[config.mk]
export PLATFORM = sky130hd
export DESIGN_NAME = arb_ctrl
export DESIGN_NICKNAME = d
export VERILOG_FILES = /design/src/rtl/arb_ctrl.sv
export SDC_FILE = /design/constraint.sdc
export NUM_CORES = 1
export LEC_CHECK = 0
export CAP_MARGIN = 15
export CORE_AREA = 2 2 79 62
export CTS_CLUSTER_DIAMETER = 150
export DETAILED_ROUTE_END_ITERATION = 8
export DIE_AREA = 0 0 81 64
export SYNTH_ARGS = -nofsm -noshare
export SYNTH_HDL_FRONTEND = slang
export SYNTH_SLANG_ARGS = --single-unit
[constraint.sdc]
create_clock -name clk -period 2.3 [get_ports clk]
set_clock_uncertainty 0.15 [all_clocks]
set_input_delay 0.345 -clock clk [delete_from_list [all_inputs] [get_ports clk]]
set_output_delay 0.345 -clock clk [all_outputs]
set_load 0.05 [all_outputs]
[src/rtl/arb_ctrl.sv]
// Four-requester round-robin arbiter with bounded tenure: IDLE -> GRANT -> RELEASE,
// with a one-cycle turnaround after every tenure and a timeout pulse when a tenure is cut.
module arb_ctrl #(
  parameter int MAX_HOLD = 16
) (
  input  logic       clk,
  input  logic       rst_n,
  input  logic       en,
  input  logic [3:0] req,
  output logic [3:0] gnt,
  output logic [1:0] gnt_id,
  output logic       busy,
  output logic       timeout,
  output logic [1:0] fsm_state
);

  // Handshake: req[i] is a level request held high for the whole tenure; gnt is the
  // registered one-hot answer; dropping req[gnt_id] ends the tenure on the next edge.

  typedef enum logic [1:0] {
    IDLE    = 2'd0,
    GRANT   = 2'd1,
    RELEASE = 2'd2
  } state_t;

  localparam logic [7:0] LAST = 8'(MAX_HOLD - 1);

  state_t     state, state_n;
  logic [1:0] ptr, ptr_n;
  logic [7:0] cnt, cnt_n;
  logic [3:0] gnt_n;
  logic [1:0] id_n;
  logic       to_n;

  logic       found;
  logic [1:0] winner;
  logic [1:0] idx;

  // Rotating search: ptr, ptr+1, ... mod 4, first set request wins.
  always_comb begin
    found  = 1'b0;
    winner = ptr;
    idx    = ptr;
    for (int i = 0; i < 4; i++) begin
      idx = ptr + 2'(i);
      if (!found && req[idx]) begin
        found  = 1'b1;
        winner = idx;
      end
    end
  end

  always_comb begin
    state_n = state;
    gnt_n   = gnt;
    id_n    = gnt_id;
    ptr_n   = ptr;
    cnt_n   = cnt;
    to_n    = 1'b0;
    case (state)
      IDLE, RELEASE: begin
        gnt_n = 4'b0000;
        if (en && found) begin
          state_n = GRANT;
          gnt_n   = 4'b0001 << winner;
          id_n    = winner;
          ptr_n   = winner + 2'd1;
          cnt_n   = 8'd0;
        end else begin
          state_n = IDLE;
        end
      end
      GRANT: begin
        // A dropped request wins over a coincident timeout.
        if (!req[gnt_id]) begin
          state_n = RELEASE;
          gnt_n   = 4'b0000;
        end else if (cnt >= LAST) begin
          state_n = RELEASE;
          gnt_n   = 4'b0000;
          to_n    = 1'b1;
        end else begin
          cnt_n = cnt + 8'd1;
        end
      end
      default: begin
        state_n = IDLE;
        gnt_n   = 4'b0000;
      end
    endcase
  end

  always_ff @(posedge clk or negedge rst_n) begin
    if (!rst_n) begin
      state   <= IDLE;
      ptr     <= 2'd0;
      cnt     <= 8'd0;
      gnt     <= 4'b0000;
      gnt_id  <= 2'd0;
      timeout <= 1'b0;
    end else begin
      state   <= state_n;
      ptr     <= ptr_n;
      cnt     <= cnt_n;
      gnt     <= gnt_n;
      gnt_id  <= id_n;
      timeout <= to_n;
    end
  end

  assign busy      = |gnt;
  assign fsm_state = state;

endmodule

**Yosys cells after proc, flatten, opt, wreduce, memory -nomap -nowiden**

Index checks and enable logic that the tools add are counted.

- Register bits: 19
- Input port bits: 7
- Output and inout bits: 10
- Word-level logic and storage cells: 69

- $add $sub $neg: 5
- $lt $le $gt $ge: 6
- Eq/ne operators: 6
- Shifts and indexed selects: 1
- Muxes and demuxes: 32
- Reductions and logical operators: 13

Operators with widths:

| operator | count |
|---|---|
| two-way mux 8 bit | 3 |
| one-hot mux 8 bit (2 select lines) | 1 |
| < comparator 2 x 3 -> 1 bit (second input constant) | 5 |
| two-way mux 1 bit | 13 |
| two-way mux 4 bit | 3 |
| binary-select mux 1 bit (select 2 bit) | 5 |
| two-way mux 2 bit | 5 |
| adder 8 x 1 -> 8 bit (second input constant) | 1 |
| >= comparator 8 x 4 -> 1 bit (second input constant) | 1 |
| one-hot mux 4 bit (2 select lines) | 1 |
| != test 2 bit (second input constant) | 3 |
| adder 2 x 1 -> 2 bit (second input constant) | 2 |
| adder 2 bit (second input constant) | 2 |
| logical AND 1 bit | 4 |
| one-hot mux 2 bit (2 select lines) | 1 |
| AND reduction 4 bit | 1 |
| OR reduction 4 bit | 1 |
| << shifter 1 x 2 -> 4 bit (first input constant) | 1 |
| zero test 1 bit | 3 |
| != test 3 bit (second input constant) | 1 |
| equality test 2 x 1 -> 1 bit (second input constant) | 1 |
| equality test 2 bit (second input constant) | 1 |
| zero test 2 bit | 1 |
| AND reduction 2 bit | 1 |
| 2 further kinds | 2 |

**Logic depth before layout (Yosys ltp)**

Gate-level depths: netlist of the first run.

- Depth in word-level cells: 15
- Gate-level depth with buffers: 6
- Depth with buffers taken out: 6

**Worst setup path before layout of the first run**

Ideal clock, no wire load.

- Path type: register to register
- Start: register gnt_id[0]
- End: register gnt[0]
- Library setup time: 0.121 ns
- Arrival: 1.808 ns
- Required time: 2.029 ns
- Setup slack: 0.221 ns
- Cell stages (with the launch flop): 5
- Path through: dfrtp_1 > mux4_2 > and3_1 > and2_4 > a22o_2

- Longest elaborated chain between the ends: 4
- Elaborated cells on any way between the ends: 5
- Classes of those cells: eq/ne: 1; mux: 4

RTL lines:

| element | line | source |
|---|---|---|
| start, declared | 11 | `output logic [1:0] gnt_id,` |
| start signal, assigned | 106 | `gnt_id <= id_n;` |
| binary-select mux 1 bit (select 2 bit) * | 75 | `if (!req[gnt_id]) begin` |
| two-way mux 1 bit (not written as such) * | 75 |  |
| two-way mux 4 bit | 75 |  |
| one-hot mux 4 bit (2 select lines) | 60 | `case (state)` |
| end signal, assigned | 105 | `gnt <= gnt_n;` |
| end, declared | 10 | `output logic [3:0] gnt,` |

Mark *: on every way between the ends. The rest lies on a longest branch, timed or not. The select of a mux whose other input is x is not followed.
A chain may end at the register's enable or synchronous reset.

**Worst setup path after layout of the first run**

- Start: input req[3]
- End: register gnt[2]

- Longest elaborated chain between the ends: 15
- Elaborated cells on any way between the ends: 29
- Classes of those cells: eq/ne: 1; shift: 1; mux: 20; reduce/logical: 7

RTL lines:

| element | line | source |
|---|---|---|
| start, declared | 9 | `input logic [3:0] req,` |
| binary-select mux 1 bit (select 2 bit) | 46 | `if (!found && req[idx]) begin` |
| two-way mux 1 bit (not written as such) | 46 |  |
| two-way mux 1 bit | 46 |  |
| zero test 1 bit | 46 |  |
| logical AND 1 bit | 46 |  |
| two-way mux 1 bit | 46 |  |
| zero test 1 bit | 46 |  |
| logical AND 1 bit | 46 |  |
| two-way mux 1 bit | 46 |  |
| zero test 1 bit | 46 |  |
| logical AND 1 bit | 46 |  |
| two-way mux 2 bit * | 46 |  |
| net winner[0] | 36 | `logic [1:0] winner;` |
| << shifter 1 x 2 -> 4 bit * | 65 | `gnt_n = 4'b0001 << winner;` |
| two-way mux 4 bit * | 63 | `if (en && found) begin` |
| one-hot mux 4 bit (2 select lines) * | 60 |  |

The timed path passes the listed nets; every way through them passes the cells marked *. The select of a mux whose other input is x is not followed.

==> impl_table.tex, run 1 <==
\begin{tabular}{lr}
\hline
Metric & Value \\
\hline
\multicolumn{2}{l}{\textbf{GRT}} \\
Number of global-route vias before repair & 765 \\
Largest net degree at the start of global routing & 20 \\
Final global-route overflow total & 0 \\
Tot GR Track Use & 8.58\% \\
Global-route wire length before repair & 3420 um \\
Antenna violations before repair & 0 \\
\multicolumn{2}{l}{\textbf{Logic synthesis}} \\
Most numerous cell types in the synthesized netlist & 19 x dfrtp\_1, 7 x nor2b\_1, 6 x nor2\_1, 5 x ha\_1, 5 x inv\_1 \\
Top post-synthesis cells by area & dfrtp\_1 48\%, ha\_1 6.3\%, nor2b\_1 4.4\% \\
Post-synthesis simple-gate area fraction & 20.9\% \\
Adder-Cell Fraction of Synth Area & 6.34\% \\
Synthesized instance count & 87 \\
Multiplexer share of the synthesized area & 7.48\% \\
Main synth FF type & dfrtp\_1 \\
Share of synthesized area occupied by flip-flops and latches & 48.2\% \\
YS warnings & 0 \\
Synthesized area per cell & 11.3 um\^{}2 \\
Most frequent cell after synthesis & dfrtp\_1 \\
Netlist Area Pre-Place & 987 um\^{}2 \\
Fraction of synthesis flops using an asynchronous set or reset pin & 100\% \\
Xor/xnor cell area share of the yosys netlist & 0\% \\
Synth Register Bits & 19 \\
Post-synthesis net count & 99 \\
Synthesized-area fraction occupied by ao, oa, aoi and oai cells & 14.1\% \\
Largest area contributor in the synthesized netlist & dfrtp\_1 \\
Number of different library cells in the post-synthesis netlist & 33 \\
Area share of the largest cell type after synthesis & 48.2\% \\
Post-synth EDFFs & 0 \\
Dominant combinational cell family by area after synthesis & simple AND/OR/NAND/NOR gates \\
\multicolumn{2}{l}{\textbf{CTS}} \\
Number of buffers added by the clock tree synthesis step & 3 \\
Number of buffers added for setup after CTS & 0 \\
Post-CTS Hold Fix Bufs & 0 \\
Cell at the root of the clock tree & clkbuf\_8 \\
Clock H-tree levels & 1 \\
Post-CTS sizing & 0 \\
Number of clock sinks & 19 \\
Maximum buffer depth of the clock tree & 2 \\
Clock Pin Slew Worst Setup and Hold Paths & 0.07 ns \\
CTS tree & built \\
Insertion delay of the later-clocked pin in the worst-skew pair & 0.25 ns \\
\multicolumn{2}{l}{\textbf{Finish}} \\
Number of nets in the finished design & 126 \\
Ratio of cells with drive above 1 in the final layout & 20.4\% \\
Area delta synth->final & 31.9\% \\
Multi-input logic area & 482 um\^{}2 \\
Antenna diodes & 0 \\
Number of filler instances in the final layout & 466 \\
Footprint of the flip-flops and latches & 475 um\^{}2 \\
\multicolumn{2}{l}{\textbf{Timing}} \\
Period minus WS final & 2.13 ns \\
Achievable Freq & 0.469 GHz \\
Post-route setup TNS & 0 ns \\
Transition time at the pin with the least slew margin & 0.504 ns \\
Setup violation total in the final timing report & 0 \\
Worst hold-check slack & 0.282 ns \\
Post-route clock period utilization & 92.8\% \\
Headroom to the max-slew limit & 66.3\% \\
Final Hold Fails & 0 \\
Max Slew Vio Count & 0 \\
RSZ-0062 raised after global routing & no \\
\multicolumn{2}{l}{\textbf{Floorplan}} \\
Starting utilization of the core area & 22.6\% \\
FP Rows & 21 \\
Placeable core region & 4360 um\^{}2 \\
I/O pin total & 17 \\
Die area & 5180 um\^{}2 \\
Horizontal extent of the die & 81 um \\
Die outline height & 64 um \\
\multicolumn{2}{l}{\textbf{Setup path}} \\
Startpoint of the most critical register-to-register path & ptr[0] \\
Critical path origin & req[3] \\
Crit path largest cell delay & 0.58 ns \\
Critical-path cell list & clkdlybuf4s50\_1 -> o22ai\_1 -> a222oi\_1 -> buf\_4 -> inv\_1 -> ha\_1 -> a22o\_2 \\
Critical Path Start Type & input port \\
CP Data Required Time & 2.29 ns \\
Endpoint arrival time on the critical path & 2.12 ns \\
Cell with the largest stage delay on the worst path & clkdlybuf4s50\_1 \\
Largest fanout on the critical path & 6 \\
Worst setup EP type & flip-flop \\
Critical path class & in2reg \\
Crit path buf inv count & 3 \\
Cell family with the largest share of critical-path delay & buffers and inverters \\
\multicolumn{2}{l}{\textbf{Route}} \\
Detailed Route Iter0 Violations & 21 \\
Post-DR vias/cell & 4.47 \\
Drt first pass iters & 4 \\
Antenna viol nets, final & 0 \\
Average wire per cell in the routed design & 12.2 um \\
Remaining routing DRC violations & 0 \\
Via Count & 760 \\
Total Routed Length & 2070 um \\
\multicolumn{2}{l}{\textbf{Run status}} \\
Status & finished, final reports clean \\
\multicolumn{2}{l}{\textbf{Hold path}} \\
Hold Path Class & in2async \\
\multicolumn{2}{l}{\textbf{Power and ir drop}} \\
Total Power Consumption & 1.66 mW \\
LEAKAGE & 0.583 nW \\
PD cells & 1280 nW/um\^{}2 \\
Largest voltage drop on the vdd net & 0.517 mV \\
\multicolumn{2}{l}{\textbf{Job}} \\
Number of max-cap violations & 0 \\
\multicolumn{2}{l}{\textbf{Place}} \\
Routability-driven placement congestion ratio & 0.794 \\
PortBufs & 16 \\
Placed wire-length estimate & 1600 um \\
\hline
\end{tabular}
## cell families (layout without fill, tap and decap cells)
kind of cell,count (synthesis),count (layout)
flip-flops,19,19
AND/OR/NAND/NOR,34,34
multiplexers,5,5
adder cells (fa/ha/maj),5,5
AO/OA/AOI/OAI,18,18
buffers and inverters,6,32
## placed cells by master, fill, tap and decap left out, types with 2 or more instances in the layout
cell type / n
o22ai_1: 3
and2b_1: 2
nor3b_1: 2
dfrtp_1: 19
a21oi_1: 3
buf_4: 8
nor2b_1: 7
and2_1: 3
clkdlybuf4s50_1: 15
nor2_1: 6
a22oi_1: 2
a22o_2: 4
o41ai_1: 2
ha_1: 5
nand2_1: 3
clkbuf_8: 3
inv_1: 5
mux2_4: 2
and2_4: 2
## power by group
part	switching [mW]	internal, mW	total (mW)
clock	0.103	0.123	0.226
sequential	0.0987	0.429	0.528
combinational	0.528	0.382	0.910
total	0.730	0.934	1.66
## worst register-to-register path: stages, from the launching register on
cell      delay [ns]
dfrtp_1         0.43
nor2b_1         0.18
o22ai_1         0.10
a222oi_1        0.31
buf_4           0.20
inv_1           0.06
ha_1            0.20
a22o_2          0.25
## registers in the layout (all words and copies together), names as in the netlist
name       flops
gnt            4
timeout        1
fsm_state      2
ptr            2
cnt            8
gnt_id         2
## per-layer routing
metal | share of wire [%] | global-route usage [%]
met1 | 45 | 9.55
met3 | 4.1 | 3.11
met5 | 0 | 0
met2 | 50 | 15.2
met4 | 1.5 | 2.54
## worst paths after layout
path | endpoint | slack (ns) | depth (start not counted)
max | gnt[2] | 0.17 | 7
min | gnt_id[1] | 0.28 | 2
max reg2reg | gnt[2] | 0.32 | 7
min reg2reg | cnt[6] | 0.34 | 1
max in group asynchronous | cnt[7] | 1.51 | 2
min in group clk | cnt[6] | 0.34 | 1
## layout make-up
type                       instances  share of cell area [%]
timing repair buffer              23                    16.1
inverter                           5                    1.44
sequential                        19                    36.5
tap                               57                    5.48
multi-input combinational         62                    37.0
clock buffer                       4                    3.46
## through the flow
| stage | utilization [%] | cell area, um^2 | std cells | setup WS, ns |
|---|---|---|---|---|
| 2_1_floorplan | - | 987 | 87 | 0.221 |
| 3_3_place_gp | 28.8 | 1260 | 166 | -0.0184 |
| 3_5_place_dp | 28.8 | 1260 | 166 | -0.0551 |
| 4_1_cts | 29.9 | 1300 | 170 | 0.202 |
| 5_1_grt | 29.9 | 1300 | 170 | 0.0632 |
| 6_report | 29.9 | 1300 | 170 | 0.167 |
(Power assumes the default switching activity.)
==> inputs of run 2 (changes only) <==
Settings changed: GPL_TIMING_DRIVEN set to 0.
==> run 2 against run 1 <==
Net effect: clock power barely moved; critical path depth decreased by 1; sequential cell count did not move; sequential power rose by 0.8%; worst setup slack better by 0.014 ns; die area did not move; first-iteration DRC count is 33% higher; cell area decreased by 2.5%; utilization down 0.75 points; power fell by 2.6%; critical path type unchanged; largest cell class unchanged.
==> impl_table.tex, run 2 (synthesized netlist as in run 1, its figures left out) <==
\begin{tabular}{lr}
\hline
Metric & Value \\
\hline
\multicolumn{2}{l}{\textbf{Route}} \\
Antenna viol nets, final & 0 \\
Detailed Route Iter0 Violations & 28 \\
Drt first pass iters & 4 \\
Average wire per cell in the routed design & 12.1 um \\
Via Count & 742 \\
Total Routed Length & 2000 um \\
Post-DR vias/cell & 4.50 \\
Remaining routing DRC violations & 0 \\
\multicolumn{2}{l}{\textbf{Timing}} \\
RSZ-0062 raised after global routing & no \\
Transition time at the pin with the least slew margin & 0.828 ns \\
Headroom to the max-slew limit & 44.6\% \\
Worst hold-check slack & 0.338 ns \\
Achievable Freq & 0.472 GHz \\
Final Hold Fails & 0 \\
Max Slew Vio Count & 0 \\
Min setup slack post-route & 0.181 ns \\
Post-route clock period utilization & 92.1\% \\
Setup violation total in the final timing report & 0 \\
Period minus WS final & 2.12 ns \\
\multicolumn{2}{l}{\textbf{Setup path}} \\
Startpoint of the most critical register-to-register path & ptr[1] \\
R2r endpoint & ptr[1] \\
Endpoint arrival time on the critical path & 2.11 ns \\
Worst setup EP type & flip-flop \\
Largest fanout on the critical path & 6 \\
FF-to-FF setup slack & 0.31 ns \\
Critical Path Start Type & input port \\
Critical path class & in2reg \\
Reg2Reg Depth & 5 \\
CP Data Required Time & 2.29 ns \\
\multicolumn{2}{l}{\textbf{GRT}} \\
Number of global-route vias before repair & 774 \\
Tot GR Track Use & 9.28\% \\
Global-route wire length before repair & 3750 um \\
Antenna violations before repair & 0 \\
Largest net degree at the start of global routing & 20 \\
Final global-route overflow total & 0 \\
\multicolumn{2}{l}{\textbf{CTS}} \\
Number of buffers added by the clock tree synthesis step & 3 \\
Insertion delay of the later-clocked pin in the worst-skew pair & 0.25 ns \\
Maximum buffer depth of the clock tree & 2 \\
Number of clock sinks & 19 \\
Clock Pin Slew Worst Setup and Hold Paths & 0.07 ns \\
CTS tree & built \\
Clock H-tree levels & 1 \\
Cell at the root of the clock tree & clkbuf\_8 \\
\multicolumn{2}{l}{\textbf{Place}} \\
Routability-driven placement congestion ratio & 0.835 \\
Placed wire-length estimate & 1510 um \\
PortBufs & 16 \\
Minimum setup slack after placement & -0.284 ns \\
\multicolumn{2}{l}{\textbf{Finish}} \\
Utilization of the core after routing & 29.1\% \\
Commonest cells after routing, fill and taps aside & 19 x dfrtp\_1, 15 x clkdlybuf4s50\_1, 7 x nor2b\_1 \\
Area delta synth->final & 28.6\% \\
Register with the most flip-flops & cnt \\
Antenna diodes & 0 \\
Number of nets in the finished design & 121 \\
Max FFs per register & 8 \\
Largest registers & cnt (8), gnt (4) \\
Ratio of cells with drive above 1 in the final layout & 15.7\% \\
Most common cell after layout, fill and taps aside & dfrtp\_1 \\
\multicolumn{2}{l}{\textbf{Hold path}} \\
Terminating pin of the worst hold path & cnt[6] \\
Worst Hold Path Cells & 1 \\
Hold Path Origin & cnt[6] \\
Hold Path Class & reg2reg \\
\multicolumn{2}{l}{\textbf{Job}} \\
Number of max-cap violations & 0 \\
\multicolumn{2}{l}{\textbf{Floorplan}} \\
Die outline height & 64 um \\
I/O pin total & 17 \\
FP Rows & 21 \\
Starting utilization of the core area & 22.6\% \\
Horizontal extent of the die & 81 um \\
Die area & 5180 um\^{}2 \\
Placeable core region & 4360 um\^{}2 \\
\multicolumn{2}{l}{\textbf{Power and ir drop}} \\
LEAKAGE & 0.561 nW \\
PD cells & 1280 nW/um\^{}2 \\
Largest voltage drop on the vdd net & 0.627 mV \\
Total Power Consumption & 1.62 mW \\
\multicolumn{2}{l}{\textbf{Run status}} \\
Status & finished, final reports clean \\
\hline
\end{tabular}
## run 2: critical path, cell delays in order
cell and delay, ns:
clkdlybuf4s50_1 0.57, nor2_1 0.07, a2111oi_0 0.38, nor2_1 0.17
ha_1 0.31, mux2_4 0.26
## run 2: how the worst max path moves through the flow
| stage | startpoint | endpoint | slack (ns) | cells past startpoint |
|---|---|---|---|---|
| global route | req[1] | ptr[1] | 0.05 | 6 |
| floorplan | gnt_id[0] | gnt[0] | 0.22 | 4 |
| detailed placement | req[3] | ptr[1] | -0.28 | 5 |
| finish | req[1] | ptr[1] | 0.18 | 6 |
| global placement | req[3] | ptr[1] | -0.25 | 5 |
| CTS | req[1] | ptr[1] | 0.18 | 6 |
## run 2: stage by stage
stage	setup TNS, ns	cells	cell area [um^2]
6_report	0	165	1270
5_1_grt	0	165	1270
4_1_cts	0	165	1270
3_5_place_dp	-0.860	160	1220
3_3_place_gp	-0.743	160	1220
2_1_floorplan	0	87	987
## run 2: power by group
part	internal (mW)	switching, mW
Clock	0.123	0.102
Sequential	0.429	0.103
Combinational	0.346	0.518
Total	0.898	0.722
## run 2: routing by layer
layer  up-vias  track usage (%)  part of all wire [%]  wire length, um
met2        18             14.7                    49              985
met3         2             3.39                   5.1              102
met5         -                0                     0                0
met4         0             1.91                  0.70               14
li1        358                -                     -                -
met1       364             12.1                    45              901
## run 2: repair_timing
item / 4_1_cts / 5_1_grt
setup buffers: 1 / 0
hold buffers: 0 / 0
gates resized for setup: 1 / 0
setup endpoints to repair: 4 / 0
## run 2: cell type report
type / instances / area, um^2
fillers: 463 / 3090
inverters: 5 / 18.8
flip-flops and latches: 19 / 475
plain buffers: 1 / 11.3
repair buffers: 17 / 166
well taps: 57 / 71.3
clock buffers: 4 / 45.0
multi-input cells: 62 / 482
==> inputs of run 3 (changes only) <==
Settings changed: CTS_BUF_LIST set to sky130_fd_sc_hd__clkbuf_8.
==> run 3 against run 2 <==
Net effect: final cell count unchanged; clock power about the same; via count down 0.94%; utilization unchanged; worst setup slack better by 0.00090 ns.
==> impl_table.tex, run 3 (synthesized netlist as in run 1, its figures left out) <==
\begin{tabular}{lr}
\hline
Metric & Value \\
\hline
\multicolumn{2}{l}{\textbf{Timing}} \\
Setup violation total in the final timing report & 0 \\
Final Hold Fails & 0 \\
Period minus WS final & 2.12 ns \\
Achievable Freq & 0.472 GHz \\
Post-route clock period utilization & 92.1\% \\
Worst hold-check slack & 0.338 ns \\
RSZ-0062 raised after global routing & no \\
Min setup slack post-route & 0.182 ns \\
Transition time at the pin with the least slew margin & 0.822 ns \\
Max Slew Vio Count & 0 \\
Headroom to the max-slew limit & 45.0\% \\
\multicolumn{2}{l}{\textbf{Setup path}} \\
Endpoint arrival time on the critical path & 2.11 ns \\
Critical path class & in2reg \\
CP Data Required Time & 2.29 ns \\
Critical Path Start Type & input port \\
FF-to-FF setup slack & 0.31 ns \\
Largest fanout on the critical path & 6 \\
Worst setup EP type & flip-flop \\
\multicolumn{2}{l}{\textbf{Floorplan}} \\
Horizontal extent of the die & 81 um \\
Placeable core region & 4360 um\^{}2 \\
I/O pin total & 17 \\
Die area & 5180 um\^{}2 \\
Die outline height & 64 um \\
FP Rows & 21 \\
Starting utilization of the core area & 22.6\% \\
\multicolumn{2}{l}{\textbf{Route}} \\
Antenna viol nets, final & 0 \\
Total Routed Length & 2010 um \\
Remaining routing DRC violations & 0 \\
Detailed Route Iter0 Violations & 28 \\
Via Count & 735 \\
Drt first pass iters & 4 \\
Average wire per cell in the routed design & 12.2 um \\
Post-DR vias/cell & 4.45 \\
\multicolumn{2}{l}{\textbf{Place}} \\
PortBufs & 16 \\
Placed wire-length estimate & 1510 um \\
Minimum setup slack after placement & -0.284 ns \\
Routability-driven placement congestion ratio & 0.835 \\
Total placed cells including tap cells & 160 \\
Placed cell areas & 1220 um\^{}2 \\
\multicolumn{2}{l}{\textbf{Finish}} \\
Most common cell after layout, fill and taps aside & dfrtp\_1 \\
Max FFs per register & 8 \\
Utilization of the core after routing & 29.1\% \\
Area delta synth->final & 28.6\% \\
Antenna diodes & 0 \\
Number of nets in the finished design & 121 \\
Final Instance Area & 1270 um\^{}2 \\
Final standard cell count with taps included and fillers excluded & 165 \\
Commonest cells after routing, fill and taps aside & 19 x dfrtp\_1, 15 x clkdlybuf4s50\_1, 7 x nor2b\_1 \\
Ratio of cells with drive above 1 in the final layout & 15.7\% \\
Register with the most flip-flops & cnt \\
Largest registers & cnt (8), gnt (4) \\
\multicolumn{2}{l}{\textbf{Power and ir drop}} \\
Largest voltage drop on the vdd net & 0.627 mV \\
LEAKAGE & 0.566 nW \\
PD cells & 1270 nW/um\^{}2 \\
\multicolumn{2}{l}{\textbf{Job}} \\
Number of max-cap violations & 0 \\
\multicolumn{2}{l}{\textbf{CTS}} \\
Clock Pin Slew Worst Setup and Hold Paths & 0.07 ns \\
Maximum buffer depth of the clock tree & 2 \\
Number of buffers added by the clock tree synthesis step & 3 \\
Post-CTS Hold Fix Bufs & 0 \\
Number of clock sinks & 19 \\
Insertion delay of the later-clocked pin in the worst-skew pair & 0.25 ns \\
Cell at the root of the clock tree & clkbuf\_8 \\
Clock H-tree levels & 1 \\
CTS tree & built \\
\multicolumn{2}{l}{\textbf{GRT}} \\
Antenna violations before repair & 0 \\
Tot GR Track Use & 9.28\% \\
Global-route wire length before repair & 3750 um \\
Number of global-route vias before repair & 774 \\
Final global-route overflow total & 0 \\
Largest net degree at the start of global routing & 20 \\
\multicolumn{2}{l}{\textbf{Hold path}} \\
Hold Path Class & reg2reg \\
\multicolumn{2}{l}{\textbf{Run status}} \\
Status & finished, final reports clean \\
\hline
\end{tabular}
run 3: final cells by class:
type,instances,area (um^2)
fillers,463,3090
multi-input cells,62,482
flip-flops and latches,19,475
repair buffers,17,166
well taps,57,71.3
clock buffers,3,41.3
inverters,5,18.8
plain buffers,1,11.3
clock inverters,1,3.75
run 3: worst paths after layout:
kind	from	to	depth (start not counted)
worst max register to register	ptr[1]	ptr[1]	5
worst min register to register	cnt[6]	cnt[6]	1
worst min-delay path	cnt[6]	cnt[6]	1
min in group asynchronous	rst_n	cnt[3]	1
max in group asynchronous	rst_n	fsm_state[0]	1
worst max-delay path	req[1]	ptr[1]	6
run 3: worst max-delay path: stages:
cell             delay, ns
clkdlybuf4s50_1       0.57
nor2_1                0.07
a2111oi_0             0.38
nor2_1                0.17
ha_1                  0.31
mux2_4                0.26
run 3: power by group:
group | internal (mW) | switching, mW | leakage, nW
logic | 0.346 | 0.517 | 0.289
registers | 0.429 | 0.102 | 0.250
clock network | 0.119 | 0.104 | 0.0269
run 3: layer usage:
layer | track usage (%) | vias to the layer above | part of all wire (%)
li1 | - | 358 | -
met1 | 12.1 | 356 | 45
met2 | 14.7 | 19 | 49
met3 | 3.39 | 2 | 5.6
met4 | 1.91 | 0 | 0.70
met5 | 0 | - | 0
run 3: what timing repair did:
item                       4_1_cts  5_1_grt
buffers inserted                 1        0
setup endpoints to repair        4        0
hold endpoints to repair         0        0
gates resized for setup          1        0
run 3: per-stage QoR:
stage | setup TNS, ns | power, mW
CTS | 0 | 1.63
finish | 0 | 1.62
detailed placement | -0.860 | 1.41
global route | 0 | 1.74
floorplan | 0 | 1.13
global placement | -0.743 | 1.38
